`config.mk`:
```
export PLATFORM = sky130hd
export DESIGN_NAME = drum_voice_mixer
export DESIGN_NICKNAME = d
export VERILOG_FILES = /design/src/rtl/drum_voice_mixer.sv
export SDC_FILE = /design/constraint.sdc
export NUM_CORES = 1
export LEC_CHECK = 0
export ABC_AREA = 0
export BUFFER_PORTS_ARGS = -buffer_cell sky130_fd_sc_hd__buf_4
export CELL_PAD_IN_SITES_DETAIL_PLACEMENT = 1
export CELL_PAD_IN_SITES_GLOBAL_PLACEMENT = 1
export CORE_AREA = 8 8 120 122
export DETAILED_ROUTE_END_ITERATION = 8
export DIE_AREA = 0 0 128 130
export HOLD_SLACK_MARGIN = 0.12
export PLACE_DENSITY = 0.75
export SYNTH_ARGS = -nofsm -noshare
export SYNTH_HDL_FRONTEND = slang
export SYNTH_SLANG_ARGS = --single-unit
```
`constraint.sdc`:
```
create_clock -name clk -period 4.4 [get_ports clk]
set_input_delay 0.88 -clock clk [delete_from_list [all_inputs] [get_ports clk]]
set_output_delay 0.88 -clock clk [all_outputs]
set_load 0.03 [all_outputs]
```
`src/rtl/drum_voice_mixer.sv`:
```
// Four-voice decaying square-wave drum mixer producing a signed 16-bit sample per audio tick.
// Optional NOISE_VOICE_EN: voice 3 takes its sign from a 16-bit LFSR instead of its tone phase.
module drum_voice_mixer #(
    parameter int unsigned CLK_HZ        = 50000000,
    parameter int unsigned SAMPLE_HZ     = 48000,
    parameter int unsigned DECAY_DIV     = 64,
    parameter int unsigned HALF_PERIOD_0 = 24,
    parameter int unsigned HALF_PERIOD_1 = 48,
    parameter int unsigned HALF_PERIOD_2 = 6,
    parameter int unsigned HALF_PERIOD_3 = 12
) (
    input  logic        clk,
    input  logic        reset,
    input  logic        step,
    input  logic        play,
    input  logic [3:0]  ins,
    output logic [15:0] sample,
    output logic        sample_valid,
    output logic [3:0]  voice_active
);

    localparam int unsigned DIV    = CLK_HZ / SAMPLE_HZ;
    localparam int unsigned DIV_W  = (DIV > 1) ? $clog2(DIV) : 1;
    localparam int unsigned DEC_W  = (DECAY_DIV > 1) ? $clog2(DECAY_DIV) : 1;
    localparam int unsigned HP_A   = (HALF_PERIOD_0 > HALF_PERIOD_1) ? HALF_PERIOD_0 : HALF_PERIOD_1;
    localparam int unsigned HP_B   = (HALF_PERIOD_2 > HALF_PERIOD_3) ? HALF_PERIOD_2 : HALF_PERIOD_3;
    localparam int unsigned HP_MAX = (HP_A > HP_B) ? HP_A : HP_B;
    localparam int unsigned TC_W   = (HP_MAX > 1) ? $clog2(HP_MAX) : 1;

    function automatic logic [TC_W-1:0] tc_last(input int unsigned idx);
        case (idx)
            0:       return TC_W'(HALF_PERIOD_0 - 1);
            1:       return TC_W'(HALF_PERIOD_1 - 1);
            2:       return TC_W'(HALF_PERIOD_2 - 1);
            default: return TC_W'(HALF_PERIOD_3 - 1);
        endcase
    endfunction

    logic [DIV_W-1:0] div_cnt;
    logic [DEC_W-1:0] dec_cnt;
    logic [7:0]       amp [4];
    logic [TC_W-1:0]  tc  [4];
    logic [3:0]       ph;
    logic [3:0]       voice_sign;
    logic             tick;
    logic             dec_wrap;
    logic [3:0]       trig;
    logic signed [8:0]  mix_v [4];
    logic signed [10:0] mix_sum;

    assign tick     = (div_cnt == DIV_W'(DIV - 1));
    assign dec_wrap = (dec_cnt == DEC_W'(DECAY_DIV - 1));
    assign trig     = ins & {4{step & play}};

`ifdef NOISE_VOICE_EN
    logic [15:0] lfsr;
    logic        lfsr_fb;

    // Fibonacci form of x^16+x^14+x^13+x^11+1, shifting towards bit 0
    assign lfsr_fb    = lfsr[0] ^ lfsr[2] ^ lfsr[3] ^ lfsr[5];
    assign voice_sign = {lfsr[0], ph[2:0]};

    always_ff @(posedge clk or negedge reset) begin
        if (!reset) begin
            lfsr <= 16'hACE1;
        end else if (tick) begin
            lfsr <= {lfsr_fb, lfsr[15:1]};
        end
    end
`else
    assign voice_sign = ph;
`endif

    // Mix always sees the register values before this tick's updates
    always_comb begin
        mix_sum = '0;
        for (int unsigned i = 0; i < 4; i++) begin
            mix_v[i] = voice_sign[i] ? $signed({1'b0, amp[i]}) : -$signed({1'b0, amp[i]});
            mix_sum  = mix_sum + {{2{mix_v[i][8]}}, mix_v[i]};
        end
    end

    always_ff @(posedge clk or negedge reset) begin
        if (!reset) begin
            div_cnt      <= '0;
            dec_cnt      <= '0;
            ph           <= '0;
            sample       <= '0;
            sample_valid <= 1'b0;
            voice_active <= '0;
            for (int unsigned i = 0; i < 4; i++) begin
                amp[i] <= '0;
                tc[i]  <= '0;
            end
        end else begin
            div_cnt      <= tick ? '0 : div_cnt + 1'b1;
            sample_valid <= tick;
            if (tick) begin
                sample  <= {mix_sum, 5'b0};
                dec_cnt <= dec_wrap ? '0 : dec_cnt + 1'b1;
            end
            for (int unsigned i = 0; i < 4; i++) begin
                voice_active[i] <= (amp[i] != '0);
                if (trig[i]) begin
                    amp[i] <= 8'hFF;
                    tc[i]  <= '0;
                    ph[i]  <= 1'b1;
                end else if (tick) begin
                    if (tc[i] == tc_last(i)) begin
                        tc[i] <= '0;
                        ph[i] <= ~ph[i];
                    end else begin
                        tc[i] <= tc[i] + 1'b1;
                    end
                    if (dec_wrap && (amp[i] != '0)) begin
                        amp[i] <= amp[i] - 1'b1;
                    end
                end
            end
        end
    end

endmodule

```
==> summary.md, run 1 <==
| Metric | Value |
|---|---|
| Status | complete, no violations |
| Crit path time final | 4000 ps |
| Final Setup Violations | 0 |
| Setup crit start kind | register |
| Power density over the cells | around 280 nW/um^2 |
| Die height | between 100 and 150 um |
| Clock buffer depth | 2 |
| YS warnings | 0 |
| Avg Cell Area, Syn | around 9 um^2 |
| Design area | ~6500 um^2 |
| Max_cap viols | 0 |
| DP Cell Count | 802 |
| GRT Util Overall | 18.2% |
| Die Area | between 15,000 and 20,000 um^2 |
| Routed vias/inst | around 5.4 |
| Reg2reg end | sample[15]$_DFFE_PN0P_ |
| Max frequency | approximately 250 MHz |
| Die W | around 130 um |
| CTS resizes | 0 |
| Num CTS Buffers | 9 |
| R2R Setup Slk | slightly below 400 ps |
| Critical Path End Type | register |
| Final TNS setup | 0 ps |
| Most frequent cells in the layout | dfrtp_1 (93), nand2_1 (74), nor2_1 (55) |
| Worst path slowest cell | nor4_1 |
| Hold Buf Count CTS | 0 |
| Placed Instance Area | approximately 6100 um^2 |
| Worst-path fanout max | 5 |
| Final hold vios | 0 |
| Via Count | between 4,000 and 5,000 |
| Worst-Margin Slew | ~900 ps |
| Post-CTS Setup Inserts | 0 |
| Final Non-Filler Cells | 818 |
| Gr ovfl total | 0 |
| Clock root buffer | clkbuf_16 |
| Relative slew slack | 41.5% |
| FF-to-FF path depth | 13 |
| Worst setup path start | amp[4]$_DFFE_PN0P_ |
| Final Skew | ~8.7 ps |
| VDD IR max | approximately 0.0002 V |
| Total I/O pin count | 29 |
| Arrival @ worst endpoint | roughly 4200 ps |
| CP Capture Point | sample[15]$_DFFE_PN0P_ |
| CP required | around 4600 ps |
| Worst r2r src | amp[4]$_DFFE_PN0P_ |
| DRT Wirelength | 14,000 um |
| Share of cells above drive strength 1 | around 7.9% |
| Final worst slack | roughly 400 ps |
| Core Box Area | roughly 12,000 um^2 |
| Area delta synth->final | 10.1% |
| Most used DFF post-synth | dfrtp_1 |
| Buffers plus inverters on the worst setup path | 2 |
| Worst hold stages | 2 |
| Skew-Pair Late Insertion Delay | around 350 ps |
| Commonest non-fill, non-tap cell in the layout | dfrtp_1 |
| Critical-path cell list | nor4_1 > and3_1 > inv_1 > nand2b_1 > fa_1 > fa_1 > inv_1 > ha_1 > a21oi_1 > o21ai_0 > a31oi_1 > xnor2_1 > o21ai_0 |
| Period utilization | between 90 and 100% |
| Synthesized cell area | slightly below 6000 um^2 |
| Drt wl/cell | between 15 and 20 um |
| CTS tree | yes |
| DP HPWL | approximately 10,000 um |
| RSZ-0062 raised after global routing | no |
| Antenna cells | 0 |
| H-tree levels | 3 |
| Setup CP Type | register to register |
| Leakage | approximately 2.8 nW |
| I/O Buffers | 23 |
| Post-route ant nets | 0 |
| Pre-CTS worst setup slack | 454 ps |
| Initial antenna violation count | 0 |
| Post-synth EDFFs | 0 |
| CP Depth | 13 |
| 1st-pass router iterations | 4 |
| Reg clk slew, reported paths | 60 ps |
| Global-route wire length before repair | approximately 24,000 um |
| Vias in the first global route | between 4,000 and 5,000 |
| Async SR Flop Fraction | 100% |
| Core Util, Final | a little over half |
| DRC | 0 |
| Clock sink total | 93 |
| Library cells used by synthesis | 53 |
| Initial DRC Count | around 190 |
| Syn Inst Count | roughly 630 |
| RePlAce Congestion | 0.831 |
| Cell Rows | slightly above 40 |
| Slew Viols, Final | 0 |
| Largest net degree at the start of global routing | 69 |
| Top delay family on crit path | adder cells |
| Nets@finish | roughly 690 |
| Initial Util | between 40% and 50% |
| Tightest Hold Check Type | register to register |
| Post-synthesis sequential area ratio | roughly two fifths |
| Register bit total from synthesis | 93 |
| Critical Path Max Stage Delay | 630 ps |
-- metrics by stage --
stage	power (W)	hold WS, ps
CTS	0.00182	485
global placement	0.000915	461
floorplan	0.000891	455
detailed placement	0.000915	469
global route	0.00186	495
finish	0.00179	481
-- metal layers --
| metal | GRT usage, % | vias to the layer above | routed length (um) |
|---|---|---|---|
| li1 | - | 2141 | - |
| met4 | 6.36 | 0 | 302 |
| met5 | 0 | - | 0 |
| met3 | 3.47 | 23 | 379 |
| met2 | 32.8 | 51 | 7210 |
| met1 | 21.3 | 2215 | 6060 |
-- synthesized netlist by cell type (2+ instances only) --
master	n	area share, %
ha_1	24	5.1
o211ai_1	5	0.64
nand4_4	2	0.72
o31a_1	3	0.45
mux2_2	3	0.58
a21oi_1	32	2.7
nor4_1	9	0.96
mux2i_1	3	0.51
fa_1	19	6.5
clkbuf_1	16	1.0
or3_1	6	0.64
and3_1	15	1.6
nand2b_1	5	0.53
a31oi_1	4	0.43
nor2b_1	4	0.43
nor3_1	19	1.6
a21o_1	2	0.26
a211oi_1	2	0.26
xnor2_1	33	4.9
or4_1	3	0.38
o21a_1	7	0.90
nor3b_1	4	0.51
nand4_1	18	1.9
buf_2	4	0.34
buf_1	3	0.19
o21ai_0	27	2.3
nor2_1	55	3.5
dfrtp_1	93	40
o31ai_1	2	0.26
nand3_1	26	2.2
inv_1	42	2.7
buf_6	2	0.38
buf_4	7	0.90
xor2_1	39	5.8
nand2_1	74	4.7
and2_1	4	0.43
-- report_power, final --
group,switching (W),total (W),leakage [nW],internal (W)
logic,0.0000339,0.0000411,1.54,0.00000720
registers,0.00000101,0.000857,1.08,0.000856
clock network,0.000335,0.000893,0.160,0.000558
total,0.000370,0.00179,2.77,0.00142
-- layout make-up --
| class | count | area, um^2 |
|---|---|---|
| Fill cell | 1436 | 5950 |
| Multi-Input combinational cell | 468 | 3220 |
| Sequential cell | 93 | 2330 |
| Clock buffer | 11 | 233 |
| Tap cell | 172 | 215 |
| Timing Repair Buffer | 26 | 195 |
| Inverter | 43 | 166 |
| Clock inverter | 5 | 106 |
-- cells by family after synthesis --
logic type | Yosys count | synth area share (%)
xor+xnor | 72 | 10.7
buf+inv | 76 | 5.76
mux | 6 | 1.09
fa+ha+maj | 43 | 11.6
compound gates | 89 | 8.91
other cells | 1 | 0.0639
flops | 93 | 39.7
simple gates | 253 | 22.2
-- worst min-delay path, cell delays in order (launching register included) --
cell     delay (ps)
dfrtp_1         340
nand2_1          50
o21ai_0          60
-- sequential cells by signal (all words and copies together), names as in the netlist --
| signal | flops |
|---|---|
| amp | 32 |
| tc | 24 |
| div_cnt | 11 |
| sample | 11 |
| dec_cnt | 6 |
| ph | 4 |
| voice_active | 4 |
| sample_valid | 1 |
-- how the worst min path moves through the flow --
stage                            from                endpoint  slack [ps]
2_1_floorplan    div_cnt[0]$_DFF_PN0_    div_cnt[0]$_DFF_PN0_         450
3_3_place_gp    sample[6]$_DFFE_PN0P_   sample[6]$_DFFE_PN0P_         460
3_5_place_dp   sample[10]$_DFFE_PN0P_  sample[10]$_DFFE_PN0P_         470
4_1_cts        sample[10]$_DFFE_PN0P_  sample[10]$_DFFE_PN0P_         490
5_1_grt        sample[10]$_DFFE_PN0P_  sample[10]$_DFFE_PN0P_         500
6_report        sample[7]$_DFFE_PN0P_   sample[7]$_DFFE_PN0P_         480
Note: power is estimated with default switching activity, not from simulation.
==> run 2: changes to the inputs <==
--- a/config.mk
+++ b/config.mk
@@ -9,11 +9,12 @@
 export BUFFER_PORTS_ARGS = -buffer_cell sky130_fd_sc_hd__buf_4
 export CELL_PAD_IN_SITES_DETAIL_PLACEMENT = 1
 export CELL_PAD_IN_SITES_GLOBAL_PLACEMENT = 1
-export CORE_AREA = 8 8 120 122
+export CORE_AREA = 2 2 114 116
 export DETAILED_ROUTE_END_ITERATION = 8
-export DIE_AREA = 0 0 128 130
+export DIE_AREA = 0 0 116 118
 export HOLD_SLACK_MARGIN = 0.12
 export PLACE_DENSITY = 0.75
+export REMOVE_ABC_BUFFERS = 1
 export SYNTH_ARGS = -nofsm -noshare
 export SYNTH_HDL_FRONTEND = slang
 export SYNTH_SLANG_ARGS = --single-unit
==> constraint.sdc (replaced) <==
create_clock -name clk -period 3.9 [get_ports clk]
set_input_delay 0.78 -clock clk [delete_from_list [all_inputs] [get_ports clk]]
set_output_delay 0.78 -clock clk [all_outputs]
set_load 0.03 [all_outputs]
==> summary.md, run 2 (same netlist as run 1, synthesis figures left out) <==
| Metric | Value |
|---|---|
| Total I/O pin count | 29 |
| H-tree levels | 3 |
| Area delta synth->final | 13.8% |
| Worst path slowest cell | fa_1 |
| Status | complete, no violations |
| Leakage | 2.88 nW |
| Hold Buf Count CTS | 0 |
| Hold_ws | about 440 ps |
| CTS tree | yes |
| Tightest Hold Check Type | primary input to asynchronous set/reset pin |
| FF-to-FF path depth | 15 |
| Share of cells above drive strength 1 | about 14% |
| Worst r2r src | amp[1]$_DFFE_PN0P_ |
| Nets@finish | slightly above 700 |
| VDD IR max | between 0.00015 and 0.0002 V |
| Largest net degree at the start of global routing | 53 |
| Setup CP Type | register to register |
| Reg2reg end | sample[12]$_DFFE_PN0P_ |
| Via Count | between 4,000 and 5,000 |
| DRT Wirelength | between 10,000 and 15,000 um |
| Initial DRC Count | ~200 |
| Core Util, Final | between 50 and 60% |
| Clock buffer depth | 2 |
| Clock root buffer | clkbuf_16 |
| Die W | about 120 um |
| Power density over the cells | 278 nW/um^2 |
| Setup crit start kind | register |
| Global-route wire length before repair | ~24,000 um |
| Core Box Area | ~12,000 um^2 |
| Flip-flop count of the largest register after layout | 32 |
| Skew-Pair Late Insertion Delay | 350 ps |
| I/O Buffers | 23 |
| Design area | 6680 um^2 |
| Cell Rows | slightly above 40 |
| Worst-Margin Slew | 854 ps |
| Clock sink total | 93 |
| Final Skew | approximately 4.4 ps |
| Routed vias/inst | roughly 5.5 |
| Filler cells | around 1,500 |
| Reg clk slew, reported paths | about 70 ps |
| Period utilization | a little over nine tenths |
| Worst-path fanout max | 4 |
| Critical-path cell list | inv_1 > ha_4 > mux2_4 > fa_1 > inv_1 > fa_1 > inv_1 > ha_2 > inv_2 > fa_2 > nor2b_1 > o31a_1 > o21a_1 > o21a_1 > o31ai_2 |
| DP Cell Count | between 800 and 900 |
| Largest reg by FF count | amp |
| Commonest non-fill, non-tap cell in the layout | dfrtp_1 |
| Antenna cells | 0 |
| RePlAce Congestion | ~0.9 |
| R2R Setup Slk | 80 ps |
| DRC | 0 |
| Critical Path Max Stage Delay | approximately 570 ps |
| DP HPWL | 10,300 um |
| CP required | between 4000 and 5000 ps |
| Vias in the first global route | roughly 4,900 |
| Critical Path End Type | register |
| Crit path time final | between 3000 and 4000 ps |
| Num CTS Buffers | 9 |
| Most frequent cells in the layout | dfrtp_1 (91), nand2_1 (74), nor2_1 (55) |
| Arrival @ worst endpoint | 4080 ps |
| Final Non-Filler Cells | 840 |
| Max_cap viols | 0 |
| Gr ovfl total | 0 |
| Slew Viols, Final | 0 |
| Sequential cell area | 2330 um^2 |
| Final Setup Violations | 0 |
| Max frequency | roughly 260 MHz |
| Die Area | roughly 14,000 um^2 |
| Placed Instance Area | between 6000 and 7000 um^2 |
| Cell mode on critical path | inv_1 |
| Drt wl/cell | approximately 17 um |
| Die height | 118 um |
| Relative slew slack | between 40% and 50% |
| 1st-pass router iterations | 6 |
| Final hold vios | 0 |
| Post-route ant nets | 0 |
| Final TNS setup | 0 ps |
| Initial Util | 47.3% |
| GRT Util Overall | between 20 and 25% |
| Multi-input gate area | ~3300 um^2 |
| Biggest regs | amp (32), tc (24) |
| Initial antenna violation count | 0 |
run 2: routing by layer:
metal,up-vias,GRT usage (%),routed length [um]
met5,-,0,0
met4,0,7.51,274
met1,2343,28.1,6340
met3,21,2.47,321
met2,55,38.8,7580
li1,2189,-,-
run 2: critical path, delay by kind of cell, from the launching register on:
family	cells	cell delay [ps]
adders and majority gates	5	1750
AOI/OAI and AO/OA	4	910
and+or+nand+nor	1	60
buffers and inverters	4	330
muxes	1	280
DFF	1	410
run 2: timing repair:
action,4_1_cts,5_1_grt
pin swaps,0,3
gates resized for setup,2,22
setup buffers,0,5
gates cloned,0,0
endpoints found under the setup margin,1,5
run 2: worst max path at each step:
stage          cells past startpoint  slack (ps)                     end                 from
6_report                          15          80  sample[12]$_DFFE_PN0P_   amp[1]$_DFFE_PN0P_
5_1_grt                           15         -80  sample[13]$_DFFE_PN0P_  amp[17]$_DFFE_PN0P_
3_3_place_gp                      15         160  sample[14]$_DFFE_PN0P_   amp[1]$_DFFE_PN0P_
2_1_floorplan                     12         260  sample[15]$_DFFE_PN0P_  amp[20]$_DFFE_PN0P_
4_1_cts                           15           9  sample[12]$_DFFE_PN0P_   amp[1]$_DFFE_PN0P_
3_5_place_dp                      15         -40  sample[14]$_DFFE_PN0P_   amp[8]$_DFFE_PN0P_
run 2: through the flow:
stage	power, W	setup slack, ps
after detailed placement	0.00103	-43.6
after floorplan	0.000999	258
after global routing	0.00192	-83.4
final	0.00186	76.5
after CTS	0.00188	8.98
after global placement	0.00103	162
run 2: area by class of cell:
cell class / instances / area share, %
sequential: 93 / 34.9
timing repair buffer: 48 / 5.40
inverter: 43 / 2.49
tap: 172 / 3.22
multi-input combinational: 468 / 49.8
clock buffer: 14 / 3.95
clock inverter: 2 / 0.244
run 2: power by group:
group / total, W / switching [W] / internal (W)
clock network: 0.000846 / 0.000375 / 0.000471
registers: 0.000966 / 0.00000116 / 0.000965
logic: 0.0000474 / 0.0000386 / 0.00000879
==> run 3: changes to the inputs <==
--- a/config.mk
+++ b/config.mk
@@ -6,12 +6,14 @@
 export NUM_CORES = 1
 export LEC_CHECK = 0
 export ABC_AREA = 0
+export ABC_CLOCK_PERIOD_IN_PS = 3900
 export BUFFER_PORTS_ARGS = -buffer_cell sky130_fd_sc_hd__buf_4
 export CELL_PAD_IN_SITES_DETAIL_PLACEMENT = 1
 export CELL_PAD_IN_SITES_GLOBAL_PLACEMENT = 1
 export CORE_AREA = 2 2 114 116
 export DETAILED_ROUTE_END_ITERATION = 8
 export DIE_AREA = 0 0 116 118
+export GPL_TIMING_DRIVEN = 0
 export HOLD_SLACK_MARGIN = 0.12
 export PLACE_DENSITY = 0.75
 export REMOVE_ABC_BUFFERS = 1
==> summary.md, run 3 (same netlist as run 1, synthesis figures left out) <==
| Metric | Value |
|---|---|
| Status | complete, no violations |
| Die W | about 120 um |
| Min-delay src | sample[6]$_DFFE_PN0P_ |
| GRT Util Overall | 22.2% |
| Worst path slowest cell | fa_1 |
| CP required | between 4000 and 5000 ps |
| Period utilization | between 90 and 100% |
| Critical Path Max Stage Delay | approximately 560 ps |
| Post-route ant nets | 0 |
| Worst hold stages | 2 |
| Share of cells above drive strength 1 | around 15% |
| Vias in the first global route | between 4,000 and 5,000 |
| Critical-path cell list | inv_1 > ha_1 > nand2b_1 > nor4_2 > nor2_1 > xnor2_1 > fa_1 > fa_1 > inv_1 > ha_2 > or3_1 > o22ai_2 > xor2_1 > o21ai_0 |
| RSZ-0062 raised after global routing | yes |
| Initial antenna violation count | 0 |
| Commonest non-fill, non-tap cell in the layout | dfrtp_1 |
| Filler cells | ~1,400 |
| Core Box Area | around 12,000 um^2 |
| Worst-path fanout max | 6 |
| I/O Buffers | 23 |
| DRT Wirelength | ~15,000 um |
| Total I/O pin count | 29 |
| Worst setup path start | amp[16]$_DFFE_PN0P_ |
| FF-to-FF path depth | 14 |
| Most frequent cells in the layout | dfrtp_1 (85), nand2_1 (74), nor2_1 (55) |
| Die Area | between 10,000 and 15,000 um^2 |
| DP HPWL | ~9500 um |
| Crit path time final | roughly 3900 ps |
| Final Setup Violations | 0 |
| Drt wl/cell | roughly 18 um |
| Final Skew | 6.01 ps |
| Skew-Pair Late Insertion Delay | 350 ps |
| Arrival @ worst endpoint | 4070 ps |
| Hold_ws | 476 ps |
| Via Count | between 4,000 and 5,000 |
| VDD IR max | between 0.00015 and 0.0002 V |
| Reg clk slew, reported paths | around 70 ps |
| Critical Path End Type | register |
| Final hold vios | 0 |
| Num CTS Buffers | 9 |
| Final worst slack | approximately 39 ps |
| Tightest Hold Check Type | register to register |
| Area delta synth->final | 14.4% |
| DRC | 0 |
| Flip-flop count of the largest register after layout | 32 |
| Largest net degree at the start of global routing | 94 |
| Relative slew slack | slightly below 20% |
| R2R Setup Slk | approximately 40 ps |
| Power density over the cells | 295 nW/um^2 |
| Biggest regs | amp (32), tc (24) |
| Pre-CTS worst setup slack | -95.4 ps |
| Worst-Margin Slew | about 1200 ps |
| Design area | 6710 um^2 |
| Worst r2r src | amp[16]$_DFFE_PN0P_ |
| Global-route wire length before repair | around 24,000 um |
| Reg2reg end | sample[13]$_DFFE_PN0P_ |
| Gr ovfl total | 0 |
| Max_cap viols | 0 |
| 1st-pass router iterations | 4 |
| Die height | roughly 120 um |
| Initial DRC Count | 186 |
| Initial Util | approximately 47% |
| Final TNS setup | 0 ps |
| Setup crit start kind | register |
| RePlAce Congestion | a little over 0.8 |
| Nets@finish | 705 |
| Slew Viols, Final | 0 |
| H-tree levels | 3 |
| Cell Rows | 41 |
| CTS tree | yes |
| Largest reg by FF count | amp |
| Leakage | approximately 2.9 nW |
| Max frequency | 259 MHz |
| Clock sink total | 93 |
| Routed vias/inst | around 5.5 |
| Worst hold endpoint | sample[6]$_DFFE_PN0P_ |
| Setup CP Type | register to register |
| Antenna cells | 0 |
| Clock root buffer | clkbuf_16 |
| Clock buffer depth | 2 |
| Placed Instance Area | 6100 um^2 |
| Tot Pwr | about 0.002 W |
run 3: worst max-delay path: cells and delay by family (launching register included):
family          cells  cell delay, ps
compound gates      2             250
xor+xnor            2             350
fa+ha+maj           4            1520
buf+inv             2             180
flops               1             420
simple gates        4             980
run 3: worst max path at each step:
stage | cells after the start | endpoint | slack, ps
2_1_floorplan | 12 | sample[15]$_DFFE_PN0P_ | 260
3_3_place_gp | 15 | sample[14]$_DFFE_PN0P_ | -50
3_5_place_dp | 13 | sample[15]$_DFFE_PN0P_ | -100
4_1_cts | 15 | sample[14]$_DFFE_PN0P_ | 30
5_1_grt | 16 | sample[11]$_DFFE_PN0P_ | -160
6_report | 14 | sample[13]$_DFFE_PN0P_ | 40
run 3: final cells by class:
cell class | count | area, um^2 | area share (%)
clock buffer | 11 | 243 | 3.62
clock inverter | 5 | 82.6 | 1.23
inverter | 43 | 166 | 2.48
multi-input combinational | 468 | 3380 | 50.3
sequential | 93 | 2340 | 34.8
tap | 172 | 215 | 3.21
timing repair buffer | 39 | 293 | 4.36
run 3: per-layer routing:
layer  GRT usage (%)  routed length (um)  up-vias  part of all wire [%]
met5               0                   0        -                     0
met4            9.00                 300        0                   2.0
met3            3.09                 378       25                   2.6
met1            27.0                6280     2348                    43
met2            39.0                7730       62                    53
li1                -                   -     2172                     -
run 3: report_power, final:
part	internal, W	switching, W
Sequential	0.000965	0.00000118
Clock	0.000582	0.000384
Combinational	0.00000743	0.0000383
run 3: per-stage QoR:
stage / instances / utilization [%]
after global routing: 831 / 54.1
final: 831 / 54.1
after detailed placement: 799 / 49.1
after floorplan: 604 / -
after global placement: 799 / 49.1
after CTS: 817 / 52.3
run 3: repair_timing:
item                                    in CTS  in global routing
resized for setup                           10                 29
hold buffers                                 0                  0
endpoints found under the setup margin       4                  6
buffers inserted                             2                 14
pin swaps                                    2                 13
